$ cat src/rtl/dmem_arbiter_pkg.sv
`default_nettype none
// ============================================================================
// Module   : dmem_arbiter_pkg
// Purpose  : Shared types for the data-memory arbiter. It defines the lock
//            FSM state encoding and the read-response owner encoding.
// Ports    : none (package)
// Revision : 1.0 - initial release
// ============================================================================
package dmem_arbiter_pkg;

  // Debug burst-lock FSM states.
  typedef enum logic [0:0] {
    UNLOCKED = 1'b0,
    LOCKED   = 1'b1
  } lock_state_t;

  // Owner of an outstanding read response.
  typedef logic owner_t;
  localparam owner_t OWN_CORE = 1'b0;
  localparam owner_t OWN_DBG  = 1'b1;

endpackage
`default_nettype wire

$ cat src/rtl/sat_counter.sv
`default_nettype none
// ============================================================================
// Module   : sat_counter
// Purpose  : Saturating up-counter with a synchronous clear. Clear takes
//            priority over increment. At the maximum value the counter holds
//            and does not wrap.
// Ports    : clk    - clock, rising edge
//            reset  - asynchronous active-low reset, forces count to 0
//            inc    - increment request for this cycle
//            clr    - synchronous clear, overrides inc
//            count  - current count value
// Revision : 1.0 - initial release
// ============================================================================
module sat_counter
  import dmem_arbiter_pkg::*;
#(
  parameter int CNT_W = 16
) (
  input  logic             clk,
  input  logic             reset,
  input  logic             inc,
  input  logic             clr,
  output logic [CNT_W-1:0] count
);

  localparam logic [CNT_W-1:0] CNT_MAX = '1;

  logic [CNT_W-1:0] r_count;

  always_ff @(posedge clk or negedge reset) begin
    if (!reset) begin
      r_count <= '0;
    end else if (clr) begin
      r_count <= '0;
    end else if (inc && (r_count != CNT_MAX)) begin
      r_count <= r_count + 1'b1;
    end
  end

  assign count = r_count;

endmodule
`default_nettype wire

$ cat src/rtl/dmem_arbiter.sv
`default_nettype none
// ============================================================================
// Module   : dmem_arbiter
// Purpose  : Two-requester arbiter in front of a single-port data memory.
//            The core and the debug/loader port compete for access. Grants
//            are combinational in the request cycle. On a conflict the
//            requester that was not granted last wins. The debug port can
//            lock the memory for bursts. Read data returns one cycle after
//            the grant and is steered to the owner of the request. The
//            counter stall_cnt counts the cycles in which the core was stalled.
// Ports    : clk, reset          - clock and async active-low reset
//            c_req/c_we/c_addr/c_wdata   - core request
//            c_gnt/c_stall               - core grant, stall (PC hold enable)
//            c_rvalid/c_rdata            - core read response
//            d_req/d_we/d_lock/d_addr/d_wdata - debug request and burst lock
//            d_gnt/d_rvalid/d_rdata      - debug grant and read response
//            mem_en/mem_we/mem_addr/mem_wdata/mem_rdata - memory port
//            stall_cnt/stall_clr         - core stall counter and its clear
// Revision : 1.0 - initial release
// ============================================================================
module dmem_arbiter
  import dmem_arbiter_pkg::*;
#(
  parameter int ADDR_W = 32,
  parameter int DATA_W = 32,
  parameter int CNT_W  = 16
) (
  input  logic              clk,
  input  logic              reset,
  // core side
  input  logic              c_req,
  input  logic              c_we,
  input  logic [ADDR_W-1:0] c_addr,
  input  logic [DATA_W-1:0] c_wdata,
  output logic              c_gnt,
  output logic              c_stall,
  output logic              c_rvalid,
  output logic [DATA_W-1:0] c_rdata,
  // debug / loader side
  input  logic              d_req,
  input  logic              d_we,
  input  logic              d_lock,
  input  logic [ADDR_W-1:0] d_addr,
  input  logic [DATA_W-1:0] d_wdata,
  output logic              d_gnt,
  output logic              d_rvalid,
  output logic [DATA_W-1:0] d_rdata,
  // memory port
  output logic              mem_en,
  output logic              mem_we,
  output logic [ADDR_W-1:0] mem_addr,
  output logic [DATA_W-1:0] mem_wdata,
  input  logic [DATA_W-1:0] mem_rdata,
  // stall performance counter
  output logic [CNT_W-1:0]  stall_cnt,
  input  logic              stall_clr
);

  lock_state_t r_state;
  lock_state_t w_state_next;

  logic   r_last_d;      // 1 = debug held the most recent grant
  logic   r_rsp_valid;   // a read was granted last cycle
  owner_t r_rsp_owner;

  logic   w_c_gnt;
  logic   w_d_gnt;
  logic   w_lock_hold;   // locked and debug still holds the lock
  logic   w_rd_issue;

  // --------------------------------------------------------------------------
  // Lock FSM: state register
  // --------------------------------------------------------------------------
  always_ff @(posedge clk or negedge reset) begin
    if (!reset) begin
      r_state <= UNLOCKED;
    end else begin
      r_state <= w_state_next;
    end
  end

  // --------------------------------------------------------------------------
  // Lock FSM: grant and next-state logic
  // While the lock is held, only debug may be granted. When d_lock drops, the
  // same cycle is arbitrated as unlocked, so the core can win at once.
  // --------------------------------------------------------------------------
  always_comb begin
    w_c_gnt      = 1'b0;
    w_d_gnt      = 1'b0;
    w_lock_hold  = 1'b0;
    w_state_next = r_state;

    unique case (r_state)
      LOCKED: begin
        if (d_lock) begin
          w_lock_hold = 1'b1;
          w_d_gnt     = d_req;
        end
      end
      UNLOCKED: begin
      end
    endcase

    if (!w_lock_hold) begin
      if (c_req && d_req) begin
        // Round robin: the side that was not granted last wins.
        w_c_gnt = r_last_d;
        w_d_gnt = ~r_last_d;
      end else begin
        w_c_gnt = c_req;
        w_d_gnt = d_req;
      end
      w_state_next = (w_d_gnt && d_lock) ? LOCKED : UNLOCKED;
    end
  end

  assign c_gnt   = w_c_gnt;
  assign d_gnt   = w_d_gnt;
  assign c_stall = c_req & ~w_c_gnt;

  // The memory must never be enabled while reset is active, even though the
  // grant outputs are still computed from the reset state.
  assign mem_en    = (w_c_gnt | w_d_gnt) & reset;
  assign mem_we    = w_d_gnt ? d_we    : c_we;
  assign mem_addr  = w_d_gnt ? d_addr  : c_addr;
  assign mem_wdata = w_d_gnt ? d_wdata : c_wdata;

  assign w_rd_issue = mem_en & ~mem_we;

  // --------------------------------------------------------------------------
  // Round-robin pointer and read-response tracking
  // --------------------------------------------------------------------------
  always_ff @(posedge clk or negedge reset) begin
    if (!reset) begin
      r_last_d    <= 1'b1;
      r_rsp_valid <= 1'b0;
      r_rsp_owner <= OWN_CORE;
    end else begin
      if (w_c_gnt || w_d_gnt) begin
        r_last_d <= w_d_gnt;
      end
      r_rsp_valid <= w_rd_issue;
      if (w_rd_issue) begin
        r_rsp_owner <= w_d_gnt ? OWN_DBG : OWN_CORE;
      end
    end
  end

  assign c_rvalid = r_rsp_valid && (r_rsp_owner == OWN_CORE);
  assign d_rvalid = r_rsp_valid && (r_rsp_owner == OWN_DBG);
  // The requester that does not own the response sees zero data.
  assign c_rdata  = c_rvalid ? mem_rdata : '0;
  assign d_rdata  = d_rvalid ? mem_rdata : '0;

  // --------------------------------------------------------------------------
  // Core stall counter
  // --------------------------------------------------------------------------
  sat_counter #(
    .CNT_W (CNT_W)
  ) u_stall_cnt (
    .clk   (clk),
    .reset (reset),
    .inc   (c_stall),
    .clr   (stall_clr),
    .count (stall_cnt)
  );

endmodule
`default_nettype wire

$ cat config.mk
export PLATFORM = sky130hd
export DESIGN_NAME = dmem_arbiter
export DESIGN_NICKNAME = d
export VERILOG_FILES = /design/src/rtl/dmem_arbiter_pkg.sv /design/src/rtl/sat_counter.sv /design/src/rtl/dmem_arbiter.sv
export SDC_FILE = /design/constraint.sdc
export NUM_CORES = 1
export LEC_CHECK = 0
export CORE_AREA = 5 5 119 121
export DETAILED_ROUTE_END_ITERATION = 7
export DIE_AREA = 0 0 124 126
export GPL_TIMING_DRIVEN = 0
export HOLD_SLACK_MARGIN = 0.1
export PLACE_DENSITY_LB_ADDON = 0.08
export SKIP_CTS_REPAIR_TIMING = 1
export SYNTH_ARGS = -nofsm -noshare
export SYNTH_HDL_FRONTEND = slang
export SYNTH_HIERARCHICAL = 1
export SYNTH_SLANG_ARGS = --single-unit
$ cat constraint.sdc
create_clock -name clk -period 2 [get_ports clk]
set_clock_uncertainty 0.1 [all_clocks]
set_input_delay 0.2 -clock clk [delete_from_list [all_inputs] [get_ports clk]]
set_output_delay 0.2 -clock clk [all_outputs]
set_load 0.005 [all_outputs]
# Yosys cells after proc, flatten, opt, wreduce, memory -nomap -nowiden
# Index checks and enable logic that the tools add are counted.
[word_totals] output_inout_bits=151 input_bits=168 elab_cells=40 reg_bits=20
[op_classes] n_mux=18 bitwise=8 n_reduce_logical=7 n_eq_ne=1 n_addsub=1
[ops] cell="32-bit 2-to-1 mux" n=4
[ops] cell="16-bit 2-to-1 mux" n=2
[ops] cell="16-bit by 1-bit adder with 16-bit output, second input constant" n=1
[ops] cell="16-bit inequality test, second input constant" n=1
[ops] cell="1-bit 2-to-1 mux" n=12
[ops] cell="1-bit logical AND" n=5
[ops] cell="1-bit inverter" n=4
[ops] cell="1-bit AND" n=3
[ops] cell="2-bit nonzero test" n=1
[ops] cell="1-bit logical OR" n=1
[ops] cell="1-bit OR" n=1

# Longest topological paths before layout
# Gate-level depths: netlist of the first run.
[depth] ltp_word=8 depth_mapped=8 mapped_depth_nobuf=6

# By module
# Netlist of the first run, hierarchy kept.
[modules_own_cells] mod="dmem_arbiter" area_per_inst_um2=1612.8 seq_area_each_um2=101.3 n_inst=1 cells_per_inst=168
[modules_own_cells] mod="sat_counter" area_per_inst_um2=942.2 seq_area_each_um2=400.4 n_inst=1 cells_per_inst=98

# Worst setup path after synthesis of the first run
# Ideal clock, no wire load.
[synth_path] path_kind="reg2reg" from="register r_state" to="register u_stall_cnt.r_count[3] (netlist: u_stall_cnt/count[3])" arrival_time_ns=1.904 required_time_ns=1.822 period_less_slack_ns=2.082 path_stages_with_launch=8 path_buffers=1 path_slack_ns=-0.082 setup_time_ns=0.078 cell_sequence="dfrtp_1 -> a21bo_2 -> nor2_1 -> nor2b_1 -> inv_1 -> clkbuf_1 -> or4_2 -> a21oi_1"
[synth_between] elab_chain_cells=6
[synth_lines] element="from (decl)" line_no="dmem_arbiter.sv:59" source="lock_state_t r_state;"
[synth_lines] element="from (signal assigned)" line_no="dmem_arbiter.sv:78" source="r_state <= w_state_next;"
[synth_lines] element="1-bit 2-to-1 mux" line_no="dmem_arbiter.sv:93" source="unique case (r_state)"
[synth_lines] element="1-bit 2-to-1 mux" line_no="dmem_arbiter.sv:104" source="if (!w_lock_hold) begin"
[synth_lines] element="via c_gnt" line_no="dmem_arbiter.sv:35" source="output logic c_gnt,"
[synth_lines] element="1-bit inverter" line_no="dmem_arbiter.sv:119" source="assign c_stall = c_req & ~w_c_gnt;"
[synth_lines] element="1-bit AND" line_no="dmem_arbiter.sv:119"
[synth_lines] element="via c_stall" line_no="dmem_arbiter.sv:36" source="output logic c_stall,"
[synth_lines] element="1-bit logical AND" line_no="sat_counter.sv:35" source="end else if (inc && (r_count != CNT_MAX)) begin"
[synth_lines] element="2-bit nonzero test (no source line)"
[synth_lines] element="to (signal assigned)" line_no="sat_counter.sv:36" source="r_count <= r_count + 1'b1;"
[synth_lines] element="to (decl)" line_no="sat_counter.sv:28" source="logic [CNT_W-1:0] r_count;"
# The timed path passes the listed nets, and every way through them passes these cells.
# A chain may end at the register's enable or synchronous reset.

# Worst setup path after layout of the first run
[layout_path] from="register r_state" to="output mem_wdata[5]"
[layout_between] elab_chain_cells=3 elab_cells_between_ends=4 classes_between="mux: 4"
[layout_lines] element="1-bit 2-to-1 mux" line_no="dmem_arbiter.sv:93"
[layout_lines] element="1-bit 2-to-1 mux *" line_no="dmem_arbiter.sv:104"
[layout_lines] element="32-bit 2-to-1 mux *" line_no="dmem_arbiter.sv:126" source="assign mem_wdata = w_d_gnt ? d_wdata : c_wdata;"
[layout_lines] element="to (decl)" line_no="dmem_arbiter.sv:52" source="output logic [DATA_W-1:0] mem_wdata,"
# Every way passes the cells marked *; elsewhere a longest branch is shown, timed or not.

==> run metrics, run 1 <==
status=finished, violations left; failing checks=setup timing; Syn Inst Count=266; Yosys reg bits=20; nets=815; Logic pwr share=59.6%; I/O pin cnt=319; GR Overflow Total=0; CP Class=reg2out; Root Driver=clkbuf_16; vias in the first global route=3376; Core Region=0.0130 mm²; Die H=126 µm; CTS Buffer Depth=2; critical path fanouts, max=5; P_int=0.00180 W; syn avg cell area=9.61 µm²; Seq/Total Area, Yosys=19.6%; pwr dens=365 mW/mm²; Period minus WS final=2280 ps; Req. time, crit path=1700 ps; crit share post-route=114%; part of the power in the clock network=22.3%; Yosys Warn Count=6; routed len/inst=20.4 µm; First-pass DRT Iterations=4; Final Max Slew Viols=0; first-pass GRT wire length=21500 µm; distinct cell type count after synthesis=40; HP Class=in2reg; Die Span X=124 µm; max cap viols=0; drt total wl=16800 µm; Worst-Margin Slew=934 ps; DP Wirelength=13000 µm; initial antenna violation count=1; Synth Cell Area=0.00255 mm²; CP Capture Type=output port; initial core utilization=19.7%; RSZ-0062 raised after global routing=true; setup_tns=-11730 ps; Sw Ratio=27.4%; Total Power=0.00249 W; Tot GR Track Use=17.8%; vias per inst=4.34; post-route cell area=0.00681 mm²; IO Port Bufs=318; pre-CTS setup slack=-673 ps; CTS Buf Count=3; drt drc=0; Setup WS post-layout=-282 ps; achievable frequency=438 MHz; Hold Violations, Final=0; Arr. time, crit path=1980 ps; Sink Count=20; syn_nets=435; Critical Path Start Type=flop; DRT iter0 DRCs=95; sequential share of power=18.0%; Placed Area=0.00596 mm²; H-tree depth=1; pin count of the biggest net entering global routing=25; Layout Utilization=52.5%; share of layout cells above drive strength 1=38.4%; Leakage Power=3.58 nW; clock-pin slew on the worst setup and hold paths=60 ps; Switch Pwr=0.000682 W; antenna-violating nets left=0; number of core rows=42; gp weighted congestion=0.845; vias=3573; die area=0.0156 mm²; Layout area overhead=167%; max_slew headroom=37.5%; Worst IR Drop VDD=0.407 mV; final setup fails=60; CTS tree=yes; Clk Latency, worst-skew pair=250 ps
==> registers in the layout (all words and copies together), names as in the netlist <==
signal,count
r_last_d,1
r_rsp_owner,1
r_rsp_valid,1
r_state,1
u_stall_cnt/count,16
==> critical path: stages, from the launching register on <==
cell       delay, ps
dfrtp_1          420
a21boi_4         240
a21boi_4         100
buf_6            120
buf_8            130
buf_6            130
clkbuf_16        150
mux2_4           310
buf_6            130
==> worst paths after layout <==
kind | start | endpoint | slack, ps | depth (start not counted)
worst max-delay path | r_state | mem_wdata[5] | -280 | 8
worst min-delay path | reset | r_rsp_owner | 140 | 2
worst max register to register | r_state | u_stall_cnt/count[9] | 40 | 8
worst min register to register | r_last_d | r_last_d | 460 | 2
max in group asynchronous | reset | r_rsp_owner | 510 | 2
min in group asynchronous | reset | r_last_d | 500 | 2
==> layout make-up <==
class,count,area [µm²]
antenna,2,5.00
buffer,19,214
clock buffer,3,75.1
clock inverter,1,30.0
fill,1225,6170
inverter,3,11.3
multi-input combinational,222,2110
sequential,20,508
tap,176,220
timing repair buffer,377,3640
==> per-stage QoR <==
step	hold slack (ps)	cells
2_1_floorplan	-196	266
3_3_place_gp	414	760
3_5_place_dp	419	760
4_1_cts	429	764
5_1_grt	133	821
6_report	144	823
==> Yosys cell counts <==
master,number,area share (%)
inv_1,3,0.44
mux2_4,39,23
clkbuf_1,13,1.9
dfrtp_1,19,19
nand4_1,6,1.5
mux2_2,26,11
nor2b_1,8,2.0
buf_6,6,2.6
and3_1,34,8.3
a21boi_2,1,0.44
ha_1,1,0.49
a21boi_4,1,0.73
nor4_1,4,0.98
a211oi_1,1,0.29
a21o_1,1,0.29
or3_1,2,0.49
mux2_1,4,1.8
and4_2,2,0.78
nor2_1,6,0.88
or4_1,5,1.5
o21ai_1,3,0.59
buf_2,2,0.39
o211ai_2,1,0.49
a211oi_2,1,0.49
o21a_1,1,0.29
dfstp_2,1,1.0
nand3b_1,1,0.29
o31ai_1,7,2.1
nand4_2,1,0.49
o21ai_0,1,0.20
nor4_4,1,0.83
nand3_1,3,0.59
nand2_1,8,1.2
nor3_1,2,0.39
a21oi_1,13,2.5
and2_1,33,8.1
or4_2,2,0.69
or3_2,1,0.29
a21bo_2,1,0.39
a2bb2oi_1,1,0.34
==> cell families after synthesis <==
kind of cell    count (synthesis)  synth area share [%]
compound gates                 33                  9.16
fa+ha+maj                       1                 0.490
buf+inv                        24                  5.39
flops                          20                  19.6
mux                            69                  36.1
simple gates                  119                  29.2
==> layout by cell type, fill, tap and decap left out, types with 6 or more instances in the layout <==
| cell | instances |
|---|---|
| clkdlybuf4s50_1 | 218 |
| mux2_4 | 47 |
| clkbuf_2 | 46 |
| buf_6 | 43 |
| dlymetal6s2s_1 | 39 |
| and3_1 | 34 |
| buf_4 | 34 |
| and2_1 | 33 |
| mux2_2 | 21 |
| dfrtp_1 | 14 |
| nand2_1 | 8 |
| a21oi_1 | 8 |
| nand4_1 | 6 |
==> layer usage <==
layer	routed length, µm	up-vias	GRT usage, %
met5	0	-	0
met4	127	0	2.51
met3	2000	12	7.62
met2	8540	150	31.5
met1	6150	1668	20.2
li1	-	1743	-
==> power by group through the flow <==
| stage | clock network (W) | logic (W) | registers [W] |
|---|---|---|---|
| 2_1_floorplan | 0 | 0.000443 | 0.000447 |
| 3_3_place_gp | 0 | 0.00128 | 0.000452 |
| 3_5_place_dp | 0 | 0.00129 | 0.000454 |
| 4_1_cts | 0.000568 | 0.00130 | 0.000447 |
| 5_1_grt | 0.000594 | 0.00157 | 0.000451 |
| 6_report | 0.000556 | 0.00148 | 0.000449 |
(Power assumes the default switching activity.)
==> run 2, diff against run 1 <==
--- a/config.mk
+++ b/config.mk
@@ -9,7 +9,7 @@
 export DETAILED_ROUTE_END_ITERATION = 7
 export DIE_AREA = 0 0 124 126
 export GPL_TIMING_DRIVEN = 0
-export HOLD_SLACK_MARGIN = 0.1
+export HOLD_SLACK_MARGIN = 0.12
 export PLACE_DENSITY_LB_ADDON = 0.08
 export SKIP_CTS_REPAIR_TIMING = 1
 export SYNTH_ARGS = -nofsm -noshare
==> results of run 2 <==
No change in the layout: final DEF, timing and power equal those of run 1.
